`src/rtl/rf_scan_reader.sv`:
```
// rtl/rf_scan_reader.sv - register-file scan reader streaming registers as beats
//
// Purpose: on a start pulse, reads register-file entries FIRST_REG..LAST_REG
// one at a time through rf_addr/rf_data and streams each byte out with a
// valid/ready handshake, then pulses done. All outputs are registered.
//
// Optional feature: define RF_SCAN_CHECKSUM_EN to append one extra beat
// carrying the modulo-256 sum of all bytes emitted in the scan.
//
// Ports:
//   CLK        in   rising-edge clock
//   reset      in   synchronous, active-high reset
//   start      in   scan request pulse, honoured only while idle
//   rf_addr    out  [2:0] register-file read address (0 outside READ)
//   rf_data    in   [7:0] combinational register-file read data
//   out_data   out  [7:0] streamed byte
//   out_valid  out  out_data holds a valid beat
//   out_ready  in   downstream accepts the beat
//   busy       out  high whenever a scan is in progress
//   done       out  one-cycle pulse at scan completion
`timescale 1ns/1ps
module rf_scan_reader #(
  parameter int FIRST_REG = 1,
  parameter int LAST_REG  = 7
) (
  input  logic       CLK,
  input  logic       reset,
  input  logic       start,
  output logic [2:0] rf_addr,
  input  logic [7:0] rf_data,
  output logic [7:0] out_data,
  output logic       out_valid,
  input  logic       out_ready,
  output logic       busy,
  output logic       done
);

  localparam logic [2:0] FIRST_IDX = 3'(FIRST_REG);
  localparam logic [2:0] LAST_IDX  = 3'(LAST_REG);

`ifdef RF_SCAN_CHECKSUM_EN
  typedef enum logic [2:0] {IDLE, READ, SEND, CSUM, DONE} state_t;
  logic [7:0] csum;
`else
  typedef enum logic [2:0] {IDLE, READ, SEND, DONE} state_t;
`endif

  state_t     state;
  logic [2:0] idx;

  // rf_addr is registered, so it is loaded with the index on the edge that
  // enters READ and cleared on the edge that leaves it.
  always_ff @(posedge CLK) begin
    if (reset) begin
      state     <= IDLE;
      idx       <= 3'd0;
      rf_addr   <= 3'd0;
      out_data  <= 8'h00;
      out_valid <= 1'b0;
      busy      <= 1'b0;
      done      <= 1'b0;
`ifdef RF_SCAN_CHECKSUM_EN
      csum      <= 8'h00;
`endif
    end else begin
      done <= 1'b0;
      case (state)
        IDLE: begin
          if (start) begin
            idx     <= FIRST_IDX;
            rf_addr <= FIRST_IDX;
            busy    <= 1'b1;
            state   <= READ;
`ifdef RF_SCAN_CHECKSUM_EN
            csum    <= 8'h00;
`endif
          end
        end

        READ: begin
          out_data  <= rf_data;
          out_valid <= 1'b1;
          rf_addr   <= 3'd0;
          state     <= SEND;
`ifdef RF_SCAN_CHECKSUM_EN
          csum      <= csum + rf_data;
`endif
        end

        SEND: begin
          if (out_ready) begin
            if (idx != LAST_IDX) begin
              // idx never exceeds LAST_IDX (<= 7), so this cannot wrap.
              idx       <= idx + 3'd1;
              rf_addr   <= idx + 3'd1;
              out_valid <= 1'b0;
              state     <= READ;
            end else begin
`ifdef RF_SCAN_CHECKSUM_EN
              // csum already includes the last byte, captured in READ;
              // out_valid stays high for the back-to-back checksum beat.
              out_data  <= csum;
              state     <= CSUM;
`else
              out_valid <= 1'b0;
              done      <= 1'b1;
              state     <= DONE;
`endif
            end
          end
        end

`ifdef RF_SCAN_CHECKSUM_EN
        CSUM: begin
          if (out_ready) begin
            out_valid <= 1'b0;
            done      <= 1'b1;
            state     <= DONE;
          end
        end
`endif

        DONE: begin
          busy  <= 1'b0;
          state <= IDLE;
        end

        default: state <= IDLE;
      endcase
    end
  end

endmodule

```
`config.mk`:
```
export PLATFORM = sky130hd
export DESIGN_NAME = rf_scan_reader
export DESIGN_NICKNAME = d
export VERILOG_FILES = /design/src/rtl/rf_scan_reader.sv
export SDC_FILE = /design/constraint.sdc
export NUM_CORES = 1
export LEC_CHECK = 0
export BUFFER_PORTS_ARGS = -buffer_cell sky130_fd_sc_hd__buf_2
export CAP_MARGIN = 20
export CORE_ASPECT_RATIO = 1.4
export CORE_MARGIN = 4
export CORE_UTILIZATION = 45
export CTS_CLUSTER_SIZE = 40
export DETAILED_ROUTE_END_ITERATION = 10
export GPL_ROUTABILITY_DRIVEN = 1
export PLACE_DENSITY = 0.68
export SLEW_MARGIN = 5
export SYNTH_ARGS = -nofsm -noshare
export SYNTH_HDL_FRONTEND = slang
export SYNTH_SLANG_ARGS = --single-unit
export TNS_END_PERCENT = 100
```
`constraint.sdc`:
```
create_clock -name CLK -period 2.77 [get_ports CLK]
set_input_delay 0.554 -clock CLK [delete_from_list [all_inputs] [get_ports CLK]]
set_output_delay 0.554 -clock CLK [all_outputs]
set_load 0.05 [all_outputs]
```
; ---- Yosys cells after proc, flatten, opt, wreduce, memory -nomap -nowiden
; Index checks and enable logic that the tools add are counted.
; Widths: inputs -> output; s select.
[word_totals]
regBits = 20
output_inout_bits = 14
[classes]
addsub = 1
eq_ne = 7
muxes = 13
n_bitwise = 2
reduce_logical = 11
[op_table]
columns = cell, count
row1 = $pmux 3 s3, 2
row2 = $mux 3, 4
row3 = $reduce_and 4->1, 2
row4 = $eq 3x2->1 const B, 2
row5 = $ne 2x2->1 const B, 3
row6 = $pmux 3 s2, 1
row7 = $reduce_and 2->1, 3
row8 = $reduce_bool 2->1, 3
row9 = $pmux 1 s2, 2
row10 = $add 3x1->3 const B, 1
row11 = $eq 3x1->1 const B, 1
row12 = $logic_not 3->1, 1
row13 = $mux 1, 3
row14 = $ne 3x3->1 const B, 1
row15 = $reduce_bool 3->1, 1
row16 = $reduce_or 3->1, 1
row17 = $mux 2, 1
row18 = $not 1->1, 2

; ---- Logic depth before layout (Yosys ltp)
; Gate-level depths: netlist (run 1).
[logic_depth]
depth_word = 4
mapped_depth = 6
depth_no_buf = 5

; ---- Worst setup path before layout (run 1)
; OpenSTA, ideal clock, no wires.
[synth_timing]
path_type = flip-flop to flip-flop
start = reg state[0]
end = reg idx[0]
t_arrival_ns = 1.484
required_ns = 2.675
setup_slack_ns = 1.190
path_stages_with_launch = 6
path_buffers = 0
period_less_slack_ns = 1.580
cell_sequence = dfxtp_1 inv_1 ha_1 nor2b_4 or3_1 a221oi_1
[synth_via]
elab_chain_len = 3
elab_cells_between_ends = 8
cone_classes = 4 x eq/ne / 1 x mux / 3 x reduce/logical
[synth_lines]
columns = item, line
row1 = start: declaration, 48  ; state_t state;
row2 = start signal: assignment, 55  ; state <= IDLE;
row3 = start signal: assignment, 73  ; state <= READ;
row4 = start signal: assignment, 84  ; state <= SEND;
row5 = $eq 3x2->1 / $logic_not 3->1 (equally long branches), 67  ; case (state)
row6 = $ne 2x2->1 (no line) / $reduce_bool 2->1 (equally long branches), --
row7 = $reduce_and 4->1 (no line), --
row8 = end signal: assignment, 94  ; idx <= idx + 3'd1;
row9 = end: declaration, 49  ; logic [2:0] idx;
; Parallel ways exist; a longest one is shown, timed or not.
; A chain may end at the register's enable or synchronous reset.

; ---- Worst setup path in the final report (run 1)
[layout_timing]
start = reg state[1]
end = reg rf_addr[1]
[layout_via]
elab_chain_len = 3
elab_cells_between_ends = 9
cone_classes = 5 x eq/ne / 1 x mux / 3 x reduce/logical
[layout_lines]
columns = item, line
row1 = $eq 3x2->1 (tied with other cells), 67
row2 = $ne 2x2->1 (no line) / $reduce_bool 3->1 (equally long branches), --
row3 = $reduce_and 4->1 (no line), --
row4 = end signal: assignment, 95  ; rf_addr <= idx + 3'd1;
row5 = end: declaration, 29  ; output logic [2:0] rf_addr,
; Parallel ways exist; a longest one is shown, timed or not.

==> reports/metrics.yaml, run 1 <==
drt:
  vias: 764
  first_pass_iters: 4
  routed_wl_um: 1830
  wl_per_cell_um: 12.8
  drc: 0
  first_iter_violations: 6
  antenna_left: 0
  via_per_inst: 5.34
floorplanning:
  rows: 19
  die-area_sq_mm: 0.00282
  num_io_pins: 26
  die_w_um: 46.1
  die_h_um: 61.3
  initial_core_util_pct: 46.8
  core_sq_mm: 0.00195
clock_tree:
  cts.clk_slew.worst_paths_ns: 0.11
  postCtsSetupRepairBufs: 0
  clock-sinks: 19
  clockBufferDepth: 2
  cts_resized: 0
  cts_buffers: 3
  worstSkewPairLatency_ns: 0.29
  cts_tree: "built"
  h-tree-depth: 1
  hold_buffers: 0
  clockRootBuffer: "clkbuf_4"
timing:
  setup_ws_ns: 0.981
  rsz0062_at_grt: "no"
  hold_viol: 0
  worstMarginPinSlew_ns: 0.555
  fin_crit_ns: 1.79
  skew_ns: 0.000398
  finalCritPeriodShare_pct: 64.6
  fin_setup_tns_ns: 0
  fmax_mhz: 559
  report.final.slew_viol_count: 0
  relSlewSlack_pct: 63.0
  setup_viol: 0
final_layout:
  design_area_sq_mm: 0.00108
  syn_to_final_growth_pct: 18.5
  fin_nets: 143
  multiInputGateArea_sq_um: 500
  mostFrequentLayoutCell: "buf_2"
  drive_gt1_share_pct: 26.2
  layout_common_cells: "buf_2, dfxtp_1, mux2i_1"
  num_antenna_cells: 0
  regArea_sq_um: 380
  fill_cells: 179
synth:
  synth_top_area_share_pct: 41.7
  synth.distinct_cells: 27
  synth_flop_cell: "dfxtp_1"
  synthArstFlopShare_pct: 0
  netlist_instances: 95
  ys_warn_count: 0
  syn_area_sq_um: 912
  synth_area_leaders: "dfxtp_1, mux2i_1, ha_1"
  ys_seq_area_share_pct: 41.7
  postSynthAreaPerCell_sq_um: 9.60
  yosys.area.top_type: "dfxtp_1"
  synth-edff-count: 0
  ys_seq_elements: 19
  syn_nets: 115
grt:
  grt_pass1_vias: 726
  grt-ovfl-total: 0
  grt_start_max_net_pins: 16
  antenna_found_initial: 0
  grt_first_pass_wirelength_um: 3090
  grt.total_usage_pct: 14.9
outcome:
  status: "finished, final reports clean"
placement:
  post_dp_cell_area_sq_mm: 0.00105
  dpl.hpwl_um: 1430
  gp_congestion: 0.685
  port_buffers: 25
  dp_slack_ns: 0.965
power:
  power_density_mw_per_mm2: 1110
  peakVddDrop_uv: 608
  power.leakage_nw: 0.512
worst_setup_path:
  start_kind: "flip-flop"
  cp_top_family: "adder cells"
  arrival_ns: 1.98
  max_stage_delay_ns: 0.53
  path_buf_inv: 1
  critical_path.max_fanout: 11
  worstPathRequired_ns: 2.96
  worstPathCellList: "inv_1 > ha_1 > nor3_1 > a2111o_1 > mux2i_1"
  endpoint_kind: "flip-flop"
  critical_path_class: "flip-flop to flip-flop"
  cp_slowest_cell: "ha_1"
min_path:
  hold_class: "flip-flop to flip-flop"
run:
  cap_violations: 0
worst min-delay path: stages (launching register included):
cell     delay, ns
dfxtp_1       0.33
nand2_1       0.05
mux2i_1       0.06
state kept, by name, summed over array words and instances (netlist names):
name	cells
rf_addr	3
done	1
idx	3
out_valid	1
out_data	8
state	2
busy	1
Yosys cell counts, types with 2 or more instances:
cell type	number
dfxtp_1	19
mux2i_1	13
nor2_1	11
ha_1	8
inv_1	6
nand2_1	6
nand3_1	5
a21oi_1	4
nand2b_1	3
nor2b_1	2
o21ai_0	2
metrics by stage:
| stage | power [mW] | instances | utilization, % | hold slack, ns |
|---|---|---|---|---|
| floorplan | 0.929 | 95 | - | 0.438 |
| global route | 1.28 | 143 | 55.5 | 0.500 |
| finish | 1.20 | 143 | 55.5 | 0.474 |
| CTS | 1.20 | 143 | 55.5 | 0.472 |
| detailed placement | 1.07 | 139 | 54.1 | 0.451 |
| global placement | 1.04 | 139 | 54.1 | 0.446 |
final cells by class:
type,count,area share [%]
sequential,19,35.2
inverter,6,2.08
clock buffer,4,2.43
timing repair buffer,25,11.6
multi-input combinational,68,46.3
tap,21,2.43
cell families after synthesis:
family / Yosys count / share of synthesized area, %
adders and majority gates: 8 / 11.0
muxes: 14 / 15.5
and+or+nand+nor: 33 / 18.1
buffers and inverters: 8 / 3.43
DFF: 19 / 41.7
AOI/OAI and AO/OA: 13 / 10.3
per-layer routing:
layer / vias up / wire [um] / GRT usage (%)
li1: 386 / - / -
met2: 18 / 975 / 25.8
met3: 2 / 95 / 2.34
met4: 0 / 21 / 7.32
met5: - / 0 / 0
met1: 358 / 739 / 17.4
worst paths after layout:
check                          start                       to  slack (ns)  cells past startpoint
max            state[1]$_SDFFE_PP0P_  rf_addr[1]$_SDFFE_PP0P_        0.98                      5
min          rf_addr[2]$_SDFFE_PP0P_  rf_addr[2]$_SDFFE_PP0P_        0.47                      2
max reg2reg    state[1]$_SDFFE_PP0P_  rf_addr[1]$_SDFFE_PP0P_        0.98                      5
min reg2reg  rf_addr[2]$_SDFFE_PP0P_  rf_addr[2]$_SDFFE_PP0P_        0.47                      2
power by group:
part           leakage (nW)  internal (mW)  switching [mW]
combinational         0.341          0.247           0.416
sequential            0.156          0.343          0.0494
clock                0.0150         0.0560          0.0847
total                 0.512          0.646           0.550
Power figures use the tool's default switching activity.
==> run 2, diff against run 1 <==
- PLACE_DENSITY: 0.68 -> 0.7
- clock period: 2.77 -> 1.54 ns (I/O delays scaled with it)
==> run 2 against run 1 <==
- sequential cell count unchanged
- sequential power increased by 77%
- worst hold slack got worse by 0.24 ns
- design area increased by 11%
- sequential share of layout area decreased by 3.1 points
- core utilization increased by 6.2 points
- critical path type unchanged
- largest cell class unchanged
==> reports/metrics.yaml, run 2 (synthesis results as in run 1) <==
power:
  peakVddDrop_uv: 1230
  power.leakage_nw: 0.573
  power_density_mw_per_mm2: 2010
final_layout:
  layout_common_cells: "buf_2, dfxtp_1, mux2i_1"
  multiInputGateArea_sq_um: 533
  syn_to_final_growth_pct: 31.7
  reg_top3: "out_data (8), idx (3), rf_addr (3)"
  final_core_util_pct: 61.6
  drive_gt1_share_pct: 40.6
  fin_nets: 154
  regArea_sq_um: 385
  stdcell_count: 154
  fill_cells: 165
  num_antenna_cells: 0
  largest_register_ffs: 8
  regMostFlops: "out_data"
  mostFrequentLayoutCell: "buf_2"
placement:
  placed_cells: 149
  dpl.hpwl_um: 1560
  port_buffers: 25
  gp_congestion: 0.733
timing:
  worstMarginPinSlew_ns: 0.319
  finalCritPeriodShare_pct: 95.2
  hold_viol: 0
  whs_ns: 0.239
  setup_viol: 0
  fin_crit_ns: 1.47
  skew_ns: 0.0147
  rsz0062_at_grt: "no"
  fmax_mhz: 682
  report.final.slew_viol_count: 0
  relSlewSlack_pct: 78.7
drt:
  routed_wl_um: 2040
  drc: 0
  wl_per_cell_um: 13.2
  via_per_inst: 5.32
  first_pass_iters: 4
  antenna_left: 0
  wl_met3_um: 88
  top_layer: "met4"
  first_iter_violations: 9
  m1WireLength_um: 809
  wl_met2_um: 1100
  vias: 820
floorplanning:
  die-area_sq_mm: 0.00282
  die_w_um: 46.1
  die_h_um: 61.3
  initial_core_util_pct: 46.8
  core_sq_mm: 0.00195
  num_io_pins: 26
  rows: 19
clock_tree:
  clockBufferDepth: 2
  cts.clk_slew.worst_paths_ns: 0.11
  cts_tree: "built"
  h-tree-depth: 1
  clockRootBuffer: "clkbuf_4"
  cts_buffers: 3
  clock-sinks: 19
  worstSkewPairLatency_ns: 0.30
  hold_buffers: 0
grt:
  grt.total_usage_pct: 16.8
  grt_pass1_vias: 849
  grt_start_max_net_pins: 16
  grt_first_pass_wirelength_um: 3460
  antenna_found_initial: 0
  grt-ovfl-total: 0
outcome:
  status: "finished, final reports clean"
worst_setup_path:
  start_kind: "flip-flop"
  endpoint_kind: "flip-flop"
  worstPathRequired_ns: 1.74
  arrival_ns: 1.67
  critical_path.max_fanout: 5
  critical_path_class: "flip-flop to flip-flop"
run:
  cap_violations: 0
min_path:
  hold_class: "input port to flip-flop"
==> run 2: cell count changes in the layout (fill, tap and decap cells not counted), sizes merged <==
cell and delta:
buf +11
==> run 2: worst max-delay path: stages (launching register included) <==
cell and delay, ns:
dfxtp_2 0.35, inv_2 0.05, buf_4 0.14, ha_2 0.21
a2111o_1 0.50, mux2i_1 0.14
==> run 2: final timing paths <==
kind                                 from                  endpoint  slack, ns  cells after the start
hold / removal                 rf_data[0]  out_data[0]$_SDFFE_PP0P_       0.24                      3
setup reg to reg    state[0]$_SDFFE_PP0P_   rf_addr[1]$_SDFFE_PP0P_       0.07                      5
hold reg to reg   rf_addr[1]$_SDFFE_PP0P_   rf_addr[1]$_SDFFE_PP0P_       0.47                      2
setup / recovery    state[0]$_SDFFE_PP0P_   rf_addr[1]$_SDFFE_PP0P_       0.07                      5
==> run 2: where the power goes <==
group / internal (mW) / total [mW] / switching [mW] / leakage [nW]
clock: 0.101 / 0.254 / 0.153 / 0.0150
sequential: 0.626 / 0.696 / 0.0697 / 0.156
combinational: 0.622 / 1.47 / 0.845 / 0.401
total: 1.35 / 2.42 / 1.07 / 0.573
==> run 2: area by class of cell <==
class	count	share of cell area, %
Multi-Input combinational cell	68	44.4
Sequential cell	19	32.1
Timing Repair Buffer	36	17.3
Clock buffer	4	2.19
Tap cell	21	2.19
Inverter	6	1.88
==> run 2: stage by stage <==
stage	TNS (ns)	power (mW)	area (sq um)	setup WS, ns
3_3_place_gp	0	2.05	1130	0.0335
6_report	0	2.42	1200	0.0742
4_1_cts	0	2.36	1170	0.00485
5_1_grt	0	2.58	1200	0.00102
3_5_place_dp	-0.0400	2.08	1130	-0.0175
2_1_floorplan	0	1.68	917	0.0434
==> run 2: per-layer routing <==
metal	global-route usage, %	up-vias
met4	8.54	0
met3	3.51	5
met5	0	-
met1	18.4	388
met2	29.7	21
li1	-	406
==> run 2: repair_timing <==
action,in CTS,in global routing
pin swaps,0,2
cloned,0,0
gates resized for setup,2,7
endpoints found under the setup margin,4,7
setup buffers,1,0
==> run 3, diff against run 2 <==
- CELL_PAD_IN_SITES_DETAIL_PLACEMENT: default -> 1
- CELL_PAD_IN_SITES_GLOBAL_PLACEMENT: default -> 1
- CORE_UTILIZATION: 45 -> 40
- PLACE_DENSITY: 0.7 -> 0.78
- clock period: 1.54 -> 1.7 ns (I/O delays scaled with it)
==> run 3 against run 2 <==
- setup slack gained 0.027 ns
- via count shrank 4.8%
- non-clock buffer count shrank 7
- maximum frequency shrank 8.3%
- core utilization shrank 9.7 points
- design area shrank 5.9%
- sequential share of layout area grew 1.7 points
- clock power shrank 6%
- sequential cell count is the same
- critical path type unchanged
- largest cell class unchanged
- largest power group unchanged
==> reports/metrics.yaml, run 3 (synthesis results as in run 1) <==
placement:
  port_buffers: 25
  placed_cells: 144
  dp_slack_ns: 0.0143
  dpl.hpwl_um: 1770
  gp_congestion: 0.779
timing:
  fin_setup_tns_ns: 0
  hold_viol: 0
  setup_ws_ns: 0.102
  report.final.slew_viol_count: 0
  worstMarginPinSlew_ns: 0.302
  setup_viol: 0
  finalCritPeriodShare_pct: 94.0
  fmax_mhz: 626
  fin_crit_ns: 1.60
  rsz0062_at_grt: "no"
  skew_ns: 0.00732
  relSlewSlack_pct: 79.8
floorplanning:
  initial_core_util_pct: 41.9
  num_io_pins: 26
  die-area_sq_mm: 0.00312
  die_h_um: 64.5
  rows: 20
  die_w_um: 48.4
  core_sq_mm: 0.00218
drt:
  m1WireLength_um: 938
  routed_wl_um: 2230
  first_iter_violations: 14
  wl_met3_um: 92
  top_layer: "met4"
  wl_met2_um: 1120
  via_per_inst: 5.28
  drc: 0
  wl_per_cell_um: 15.1
  vias: 781
  first_pass_iters: 6
  antenna_left: 0
grt:
  grt_start_max_net_pins: 16
  grt.total_usage_pct: 15.9
  antenna_found_initial: 0
  grt_first_pass_wirelength_um: 3930
  grt_pass1_vias: 876
  grt-ovfl-total: 0
min_path:
  hold_path_depth: 3
  hold_start: "rf_data[6]"
  hold_path_end: "out_data[6]$_SDFFE_PP0P_"
  hold_class: "input port to flip-flop"
clock_tree:
  clock-sinks: 19
  postCtsSetupRepairBufs: 0
  cts.clk_slew.worst_paths_ns: 0.11
  cts_tree: "built"
  clockRootBuffer: "clkbuf_4"
  h-tree-depth: 1
  worstSkewPairLatency_ns: 0.31
  cts_buffers: 3
  clockBufferDepth: 2
final_layout:
  reg_top3: "out_data (8), idx (3), rf_addr (3)"
  stdcell_count: 148
  mostFrequentLayoutCell: "buf_2"
  largest_register_ffs: 8
  layout_common_cells: "buf_2, dfxtp_1, mux2i_1"
  fill_cells: 270
  num_antenna_cells: 0
  fin_nets: 147
  syn_to_final_growth_pct: 23.9
  regMostFlops: "out_data"
  drive_gt1_share_pct: 33.3
worst_setup_path:
  reg2reg_to: "idx[0]$_SDFFE_PP0P_"
  worstPathRequired_ns: 1.94
  rrSetupSlack_ns: 0.10
  rr_startpoint: "state[1]$_SDFFE_PP0P_"
  critical_path_class: "flip-flop to flip-flop"
  start_kind: "flip-flop"
  endpoint_kind: "flip-flop"
  rr_worst_depth: 5
  critical_path.max_fanout: 7
  arrival_ns: 1.84
power:
  power_density_mw_per_mm2: 1830
  peakVddDrop_uv: 767
  power.leakage_nw: 0.538
run:
  cap_violations: 0
outcome:
  status: "finished, final reports clean"
[run 3: cell type report]
class	instances	area, sq um	area share [%]
clock buffers	3	22.5	1.99
clock inverters	1	5.00	0.443
inverters	6	22.5	1.99
multi-input cells	68	515	45.6
flip-flops and latches	19	382	33.8
well taps	22	27.5	2.44
repair buffers	29	155	13.7
[run 3: worst max path at each step]
stage / slack (ns) / from / to
4_1_cts: 0.04 / state[0]$_SDFFE_PP0P_ / rf_addr[2]$_SDFFE_PP0P_
2_1_floorplan: 0.12 / state[0]$_SDFFE_PP0P_ / idx[0]$_SDFFE_PP0P_
6_report: 0.10 / state[1]$_SDFFE_PP0P_ / idx[0]$_SDFFE_PP0P_
3_3_place_gp: 0.09 / state[1]$_SDFFE_PP0P_ / idx[0]$_SDFFE_PP0P_
5_1_grt: 0.03 / state[0]$_SDFFE_PP0P_ / idx[0]$_SDFFE_PP0P_
3_5_place_dp: 0.01 / state[1]$_SDFFE_PP0P_ / rf_addr[2]$_SDFFE_PP0P_
[run 3: through the flow]
stage	utilization [%]	instance area, sq um	hold WS (ns)	power, mW
final	51.9	1130	0.255	2.07
after global routing	51.9	1130	0.267	2.23
after CTS	51.2	1110	0.250	2.06
after detailed placement	49.9	1090	0.457	1.81
after global placement	49.9	1090	0.448	1.77
after floorplan	-	912	0.412	1.51
[run 3: repair_timing]
item	CTS	global route
resized for setup	1	4
endpoints found under the setup margin	2	7
hold buffers	0	0
[run 3: metal layers]
| metal | GRT usage [%] | vias up |
|---|---|---|
| li1 | - | 390 |
| met1 | 17.8 | 357 |
| met2 | 26.5 | 25 |
| met3 | 2.99 | 9 |
| met4 | 11.1 | 0 |
| met5 | 0 | - |
[run 3: worst max-delay path, stage by stage (launching register included)]
cell and delay (ns):
dfxtp_2 0.39, inv_1 0.10, ha_2 0.19, nor2b_2 0.20
or3_1 0.39, a221oi_2 0.26
[run 3: where the power goes]
part           total (mW)  switching, mW  leakage, nW  internal (mW)
registers           0.623         0.0617        0.156          0.561
clock network       0.238          0.150       0.0177         0.0880
logic                1.21          0.738        0.364          0.469
